`src/rtl/rcn_dma_sched.sv`:
```
// rtl/rcn_dma_sched.sv - round-robin scheduler sharing one DMA engine among level-sensitive request lines
// Offers one channel at a time over valid/ready, then tracks it until done or watchdog abort.
module rcn_dma_sched #(
    parameter int          NUM_CH  = 16,
    parameter logic [15:0] TIMEOUT = 16'd4096,
    parameter logic [3:0]  GAP     = 4'd4
) (
    input  logic              clk,
    input  logic              rst,
    input  logic [NUM_CH-1:0] req,
    input  logic [NUM_CH-1:0] enable,
    output logic              grant_valid,
    output logic [3:0]        grant_id,
    input  logic              grant_ready,
    input  logic              done,
    output logic              busy,
    output logic              timeout,
    output logic [3:0]        timeout_id
);

    typedef enum logic [1:0] {
        S_IDLE   = 2'd0,
        S_OFFER  = 2'd1,
        S_ACTIVE = 2'd2,
        S_GAP    = 2'd3
    } state_t;

    state_t      state_q, state_d;
    logic [3:0]  rr_ptr_q, rr_ptr_d;
    logic        grant_valid_q, grant_valid_d;
    logic [3:0]  grant_id_q, grant_id_d;
    logic [15:0] wdog_q, wdog_d;
    logic [3:0]  gap_cnt_q, gap_cnt_d;
    logic        busy_q, busy_d;
    logic        timeout_q, timeout_d;
    logic [3:0]  timeout_id_q, timeout_id_d;

    logic [15:0] elig_w;
    logic [4:0]  cand;
    logic        pick_found;
    logic [3:0]  pick_id;
    logic [3:0]  ptr_after_grant;

    assign elig_w = 16'(req & enable);
    assign ptr_after_grant = (grant_id_q == 4'(NUM_CH - 1)) ? 4'd0 : grant_id_q + 4'd1;

    // Scan from rr_ptr upward, wrapping modulo NUM_CH; first eligible channel wins.
    always_comb begin
        cand       = '0;
        pick_found = 1'b0;
        pick_id    = '0;
        for (int i = 0; i < NUM_CH; i++) begin
            cand = {1'b0, rr_ptr_q} + 5'(i);
            if (cand >= 5'(NUM_CH)) begin
                cand = cand - 5'(NUM_CH);
            end
            if (!pick_found && elig_w[cand[3:0]]) begin
                pick_found = 1'b1;
                pick_id    = cand[3:0];
            end
        end
    end

    always_ff @(posedge clk) begin
        if (rst) begin
            state_q       <= S_IDLE;
            rr_ptr_q      <= '0;
            grant_valid_q <= 1'b0;
            grant_id_q    <= '0;
            wdog_q        <= '0;
            gap_cnt_q     <= '0;
            busy_q        <= 1'b0;
            timeout_q     <= 1'b0;
            timeout_id_q  <= '0;
        end else begin
            state_q       <= state_d;
            rr_ptr_q      <= rr_ptr_d;
            grant_valid_q <= grant_valid_d;
            grant_id_q    <= grant_id_d;
            wdog_q        <= wdog_d;
            gap_cnt_q     <= gap_cnt_d;
            busy_q        <= busy_d;
            timeout_q     <= timeout_d;
            timeout_id_q  <= timeout_id_d;
        end
    end

    always_comb begin
        state_d       = state_q;
        rr_ptr_d      = rr_ptr_q;
        grant_valid_d = grant_valid_q;
        grant_id_d    = grant_id_q;
        wdog_d        = wdog_q;
        gap_cnt_d     = gap_cnt_q;
        timeout_d     = 1'b0;
        timeout_id_d  = timeout_id_q;
        case (state_q)
            S_IDLE: begin
                if (pick_found) begin
                    grant_id_d    = pick_id;
                    grant_valid_d = 1'b1;
                    state_d       = S_OFFER;
                end
            end
            S_OFFER: begin
                // Offer is latched: req/enable changes cannot withdraw it.
                if (grant_ready) begin
                    grant_valid_d = 1'b0;
                    rr_ptr_d      = ptr_after_grant;
                    wdog_d        = '0;
                    state_d       = S_ACTIVE;
                end
            end
            S_ACTIVE: begin
                if (done) begin
                    gap_cnt_d = '0;
                    state_d   = S_GAP;
                end else if (wdog_q == TIMEOUT - 16'd1) begin
                    timeout_d    = 1'b1;
                    timeout_id_d = grant_id_q;
                    gap_cnt_d    = '0;
                    state_d      = S_GAP;
                end else begin
                    wdog_d = wdog_q + 16'd1;
                end
            end
            S_GAP: begin
                // Quiet window so a just-serviced level request can drop before rearbitration.
                if (gap_cnt_q == GAP - 4'd1) begin
                    state_d = S_IDLE;
                end else begin
                    gap_cnt_d = gap_cnt_q + 4'd1;
                end
            end
            default: state_d = S_IDLE;
        endcase
        busy_d = (state_d != S_IDLE);
    end

    always_comb begin
        grant_valid = grant_valid_q;
        grant_id    = grant_id_q;
        busy        = busy_q;
        timeout     = timeout_q;
        timeout_id  = timeout_id_q;
    end

endmodule

```
`config.mk`:
```
export PLATFORM = sky130hd
export DESIGN_NAME = rcn_dma_sched
export DESIGN_NICKNAME = d
export VERILOG_FILES = /design/src/rtl/rcn_dma_sched.sv
export SDC_FILE = /design/constraint.sdc
export NUM_CORES = 1
export LEC_CHECK = 0
export CAP_MARGIN = 20
export CORE_UTILIZATION = 41
export DETAILED_ROUTE_END_ITERATION = 12
export GPL_TIMING_DRIVEN = 0
export PLACE_DENSITY = 0.58
export SYNTH_ARGS = -nofsm -noshare
export SYNTH_HDL_FRONTEND = slang
export SYNTH_SLANG_ARGS = --single-unit
```
`constraint.sdc`:
```
create_clock -name clk -period 11.8 [get_ports clk]
set_input_delay 3.54 -clock clk [delete_from_list [all_inputs] [get_ports clk]]
set_output_delay 3.54 -clock clk [all_outputs]
set_load 0.03 [all_outputs]
```
After elaboration in Yosys (flattened, before gate mapping)
Cells that the tools add are included.
Operators by class
  add/subtract/negate cells: 34
  $lt $le $gt $ge: 32
  eq/ne operators: 12
  mux-type cells: 99
  bitwise gates (word level): 3
  reductions and logical operators: 42
Operator list (number)
  two-way mux 4 bit: 36
  less-than comparator 4 x 5 -> 1 bit (second input constant): 16
  >= comparator 5 bit (second input constant): 15
  binary-select mux 1 bit (select 4 bit): 16
  subtractor 4 x 1 -> 4 bit (second input constant): 16
  two-way mux 16 bit: 3
  adder 4 x 4 -> 5 bit (second input constant): 8
  two-way mux 1 bit: 35
  case mux 16 bit (2 select lines): 1
  adder 4 x 3 -> 5 bit (second input constant): 4
  adder 16 x 1 -> 16 bit (second input constant): 1
  bitwise AND 16 bit: 1
  equality test 16 x 12 -> 1 bit (second input constant): 1
  logical AND 1 bit: 15
  logical NOT 1 bit: 15
  adder 4 x 2 -> 5 bit (second input constant): 2
  two-way mux 2 bit: 5
  inequality test 2 bit (second input constant): 5
  AND reduction 3 bit: 3
  adder 4 x 1 -> 4 bit (second input constant): 2
  case mux 2 bit (4 select lines): 1
  case mux 4 bit (2 select lines): 1
  nonzero test 2 bit: 4
  adder 4 x 1 -> 5 bit (second input constant): 1
  other kinds (12): 15
Storage, ports and cells
  register bits after elaboration: 37
  input bits: 36
  output and inout port bits: 11
  word-level logic and storage cells: 231

Logic depth before layout (Yosys ltp)
  depth after elaboration: 53
  depth in mapped cells: 17
  mapped depth without buffers: 12

Worst setup path before layout
No wires, ideal clock.
  kind: input port to flip-flop
  start: input port req[9]
  end: register grant_id_q[2] (netlist: grant_id[2])
  setup time: 0.101 ns
  arrival: 5.740 ns
  data required time: 11.699 ns
  path slack: 5.959 ns
  stages on the path: 10
  buffers on the path: 0
  cells stage by stage: and2_1 mux4_2 a221oi_2 and2_1 nand4_4 nor4_4 nand3b_1 a21boi_1 o41a_1 o41ai_1
On the way
  cells in the longest elaborated chain, start to end: 50
  elaborated cells between the ends (all ways): 96
  classes of those cells: 64 x mux; 1 x bitwise; 31 x reduce/logical
Ends and longest elaborated chain
  start, declared: line 10  | input logic [NUM_CH-1:0] req,
  bitwise AND 16 bit (*): line 44  | assign elig_w = 16'(req & enable);
  binary-select mux 1 bit (select 4 bit): line 57  | if (!pick_found && elig_w[cand[3:0]]) begin
  two-way mux 1 bit (not written as such): line 57
  two-way mux 1 bit: line 57
  logical NOT 1 bit: line 57
  logical AND 1 bit: line 57
  two-way mux 1 bit: line 57
  logical NOT 1 bit: line 57
  (+34 left out)
  two-way mux 1 bit: line 57
  logical NOT 1 bit: line 57
  logical AND 1 bit: line 57
  two-way mux 1 bit: line 57
  logical NOT 1 bit: line 57
  logical AND 1 bit: line 57
  two-way mux 1 bit: line 57
  AND reduction 2 bit (no line)
  end signal, assigned: line 79  | grant_id_q <= grant_id_d;
  end, declared: line 31  | logic [3:0] grant_id_q, grant_id_d;
Mark *: on every way between the ends. The rest lies on a longest branch, timed or not. The select of a mux whose other input is x is not followed.
A chain may end at the register's enable or synchronous reset.

Worst setup path in the final report
  start: input port req[15]
  end: register grant_id_q[2] (netlist: grant_id[2])
The elaborated chain is that of the path after synthesis.

==> impl_metrics.prom <==
# TYPE chip_impl_metric gauge
chip_impl_metric{name="placementRows",unit=""} 37
chip_impl_metric{name="clkLatencyLatePin",unit="ns"} 0.29
chip_impl_metric{name="synth_seq_cells",unit=""} 37
chip_impl_metric{name="grt_start_max_net_pins",unit=""} 14
chip_impl_metric{name="numCtsBuffers",unit=""} 5
chip_impl_metric{name="timing.hold.worst_path_depth",unit=""} 2
chip_impl_metric{name="netlist.area_leader.share",unit=""} 0.168
chip_impl_metric{name="final-setup-viol-count",unit=""} 0
chip_impl_metric{name="power.density_cell_area",unit="nW/um2"} 144
chip_impl_metric{name="final_antenna_net_count",unit=""} 0
chip_impl_info{name="grt_setup_unrepaired",value="no"} 1
chip_impl_info{name="timing.rr.end",value="grant_id[2]"} 1
chip_impl_info{name="netlist.top_cell.by_area",value="dfxtp_1"} 1
chip_impl_metric{name="final_nets",unit=""} 626
chip_impl_info{name="setup.worst_path.end_class",value="register"} 1
chip_impl_metric{name="initial_utilization",unit=""} 0.424
chip_impl_metric{name="antenna_found_initial",unit=""} 0
chip_impl_metric{name="port-buffer-count",unit=""} 46
chip_impl_metric{name="post_synth_inst_count",unit=""} 527
chip_impl_info{name="worstSetupPathType",value="primary input to register"} 1
chip_impl_metric{name="synth_edf_count",unit=""} 0
chip_impl_metric{name="syn-mean-instance-area",unit="um2"} 8.35
chip_impl_metric{name="r2r_cells",unit=""} 14
chip_impl_metric{name="fin_hold_ws",unit="ns"} 0.472
chip_impl_metric{name="num_antenna_cells",unit=""} 0
chip_impl_metric{name="die_area",unit="um2"} 11200
chip_impl_info{name="cts_tree",value="yes"} 1
chip_impl_metric{name="placedCellCount",unit=""} 709
chip_impl_info{name="clock_tree.root_cell",value="clkbuf_8"} 1
chip_impl_metric{name="multiInputGateArea",unit="um2"} 3450
chip_impl_metric{name="synth-seq-area-share",unit=""} 0.168
chip_impl_metric{name="maxCapViolCount",unit=""} 0
chip_impl_metric{name="n_fill_cell",unit=""} 1047
chip_impl_metric{name="grt_remaining_overflow",unit=""} 0
chip_impl_info{name="timing.hold.worst_endpoint",value="grant_valid"} 1
chip_impl_metric{name="critical_path_arrival",unit="ns"} 6.86
chip_impl_metric{name="report.final.slew_viol_count",unit=""} 0
chip_impl_metric{name="seq_area",unit="um2"} 741
chip_impl_metric{name="die_height",unit="um"} 106
chip_impl_metric{name="synth-async-reset-ratio",unit=""} 0
chip_impl_info{name="yosys-top-cells-area",value="dfxtp_1 (17%), mux4_2 (13%), nor2_1 (6.0%)"} 1
chip_impl_metric{name="clock.fmax",unit="MHz"} 150
chip_impl_metric{name="largest_fanout_of_any_net_on_the_critical_path",unit=""} 8
chip_impl_metric{name="dp_hpwl",unit="um"} 11000
chip_impl_metric{name="num_vias",unit=""} 4463
chip_impl_metric{name="first_pass_iters",unit=""} 5
chip_impl_metric{name="final_cell_count_no_fill",unit=""} 717
chip_impl_metric{name="design.portCount",unit=""} 47
chip_impl_metric{name="area_delta_synth_final",unit="%"} 16.4
chip_impl_metric{name="totalWireLength",unit="um"} 14000
chip_impl_metric{name="drcViolationCount",unit=""} 0
chip_impl_metric{name="clock_sink_count",unit=""} 37
chip_impl_info{name="run_status",value="completed"} 1
chip_impl_metric{name="die-width",unit="um"} 106
chip_impl_metric{name="grt_pass1_wl",unit="um"} 22600
chip_impl_metric{name="worst-r2r-setup-slack",unit="ns"} 6.68
chip_impl_metric{name="fin_worst_skew",unit="ns"} 0.00665
chip_impl_metric{name="vdd_drop_max",unit="V"} 0.0000730
chip_impl_metric{name="clock_path_buffers",unit=""} 2
chip_impl_info{name="synth_flop_cell",value="dfxtp_1"} 1
chip_impl_metric{name="clk_pin_slew_worst_paths",unit="ns"} 0.07
chip_impl_metric{name="synthesis.area",unit="um2"} 4400
chip_impl_info{name="crit_path_start_kind",value="primary input"} 1
chip_impl_metric{name="yosysUniqueCellTypes",unit=""} 78
chip_impl_metric{name="viasPerCell",unit=""} 6.22
chip_impl_metric{name="post_cts_resize_count",unit=""} 0
chip_impl_metric{name="worst_slew_pin_slew",unit="ns"} 0.811
chip_impl_info{name="worstHoldStart",value="grant_valid"} 1
chip_impl_metric{name="finalHoldViolations",unit=""} 0
chip_impl_metric{name="tightest_slew_margin_relative_to_the_limit",unit=""} 0.444
chip_impl_metric{name="drt_first_iter_violations",unit=""} 401
chip_impl_metric{name="gr-usage-all-layers",unit=""} 0.259
chip_impl_metric{name="drive_gt1_frac",unit=""} 0.138
chip_impl_info{name="worst_r2r_startpoint",value="rr_ptr_q[1]"} 1
chip_impl_metric{name="first_global_vias",unit=""} 4216
chip_impl_info{name="hold_class",value="register to register"} 1
chip_impl_metric{name="post_cts_setup_buffer_count",unit=""} 0
chip_impl_metric{name="period_share",unit=""} 0.565
chip_impl_metric{name="power.leakage",unit="nW"} 1.79
chip_impl_metric{name="avgRoutedWirePerCell",unit="um"} 19.6
chip_impl_metric{name="synthesis_warnings",unit=""} 0
chip_impl_metric{name="h-tree-depth",unit=""} 2
chip_impl_metric{name="finalCriticalPeriod",unit="ns"} 6.67
chip_impl_metric{name="postSynthNetCount",unit=""} 573
chip_impl_metric{name="cts-hold-fix-buffers",unit=""} 0
chip_impl_metric{name="floorplan.core_area",unit="um2"} 10400
chip_impl_metric{name="timing.critical_path.required",unit="ns"} 11.99
chip_impl_metric{name="final.setup.tns",unit="ns"} 0
chip_impl_metric{name="weighted_congestion_reported_at_the_end_of_routability_driven_placement",unit=""} 0.956
## final cells by class
cell class / instances / area share
multi-input combinational: 449 / 0.673
clock buffer: 5 / 0.0134
inverter: 14 / 0.0103
timing repair buffer: 46 / 0.0899
buffer: 27 / 0.0318
sequential: 37 / 0.145
clock inverter: 3 / 0.00415
tap: 136 / 0.0332
## power by group
part           switching, mW  leakage, nW  internal, mW  total (mW)
clock network         0.0474       0.0445        0.0418      0.0892
registers             0.0152        0.300         0.134       0.150
logic                  0.301         1.44         0.196       0.497
## worst max-delay path by stage
stage                        from     endpoint  slack (ns)  cells past startpoint
after CTS                 req[11]  grant_id[2]        5.19                     10
after floorplan            req[9]  grant_id[2]        5.96                     10
after global placement    req[15]  grant_id[2]        4.95                     10
after global routing      req[11]  grant_id[2]        4.96                     10
after detailed placement  req[11]  grant_id[2]        4.90                     10
final                     req[15]  grant_id[2]        5.13                     10
## critical path, cell delays in order
cell,delay [ns]
clkdlybuf4s50_1,0.42
nand2_1,0.29
o21ai_0,0.17
mux4_1,0.63
mux2i_1,0.70
nor2b_1,0.30
nand3b_1,0.22
a21boi_1,0.20
o41a_1,0.33
o41ai_1,0.07
## sequential cells by signal, summed over array words and instances, names as in the netlist
| name | flops |
|---|---|
| busy | 1 |
| rr_ptr_q | 4 |
| timeout | 1 |
| grant_id | 4 |
| timeout_id | 4 |
| wdog_q | 16 |
| grant_valid | 1 |
| gap_cnt_q | 4 |
| state_q | 2 |
## cell families (layout without fill, tap and decap cells)
| group | Yosys count | count (layout) | share of synthesized area |
|---|---|---|---|
| compound gates | 135 | 135 | 0.217 |
| mux | 53 | 53 | 0.222 |
| fa+ha+maj | 10 | 10 | 0.0284 |
| flops | 37 | 37 | 0.168 |
| xor+xnor | 32 | 32 | 0.0688 |
| simple gates | 219 | 219 | 0.247 |
| buf+inv | 41 | 95 | 0.0489 |
## cell usage after synthesis (all sizes together) (3+ instances only)
library cell and count:
a211oi 8, inv 14, xor2 16, a221oi 5, mux2i 17, clkbuf 10, a21oi 23, nand4 9
o21ai 35, buf 17, and3 3, nor2 71, dfxtp 37, nor2b 5, o2111ai 12, nor4 4
nand2b 5, or2 3, a21boi 4, mux2 5, o22ai 10, and4 3, nand2 63, xnor2 16
and2 10, a21o 4, nand3 28, nor3 9, mux4 31, o22a 3, ha 10
## per-stage QoR
| step | total power [mW] | setup WS, ns | utilization | cell area [um2] |
|---|---|---|---|---|
| finish | 0.736 | 5.13 | 0.494 | 5120 |
| global route | 0.782 | 4.96 | 0.494 | 5120 |
| CTS | 0.729 | 5.19 | 0.494 | 5120 |
| detailed placement | 0.637 | 4.90 | 0.485 | 5030 |
| global placement | 0.632 | 4.95 | 0.485 | 5030 |
| floorplan | 0.506 | 5.96 | - | 4400 |
## routing by layer
| layer | wire (um) | vias up | GRT usage |
|---|---|---|---|
| met2 | 6140 | 205 | 0.387 |
| met4 | 380 | 0 | 0.0853 |
| met5 | 0 | - | 0 |
| met3 | 1340 | 36 | 0.0643 |
| li1 | - | 2108 | - |
| met1 | 6190 | 2114 | 0.364 |
## layout by cell type, fill, tap and decap left out, drive strengths merged, types with 15 or more instances in the layout
cell / count
o21ai: 35
nand3: 28
a21oi: 23
xor2: 16
clkbuf: 15
mux2i: 17
xnor2: 16
mux4: 31
nor2: 71
clkdlybuf4s50: 46
inv: 15
dfxtp: 37
nand2: 63
buf: 17
(Power assumes the default switching activity.)
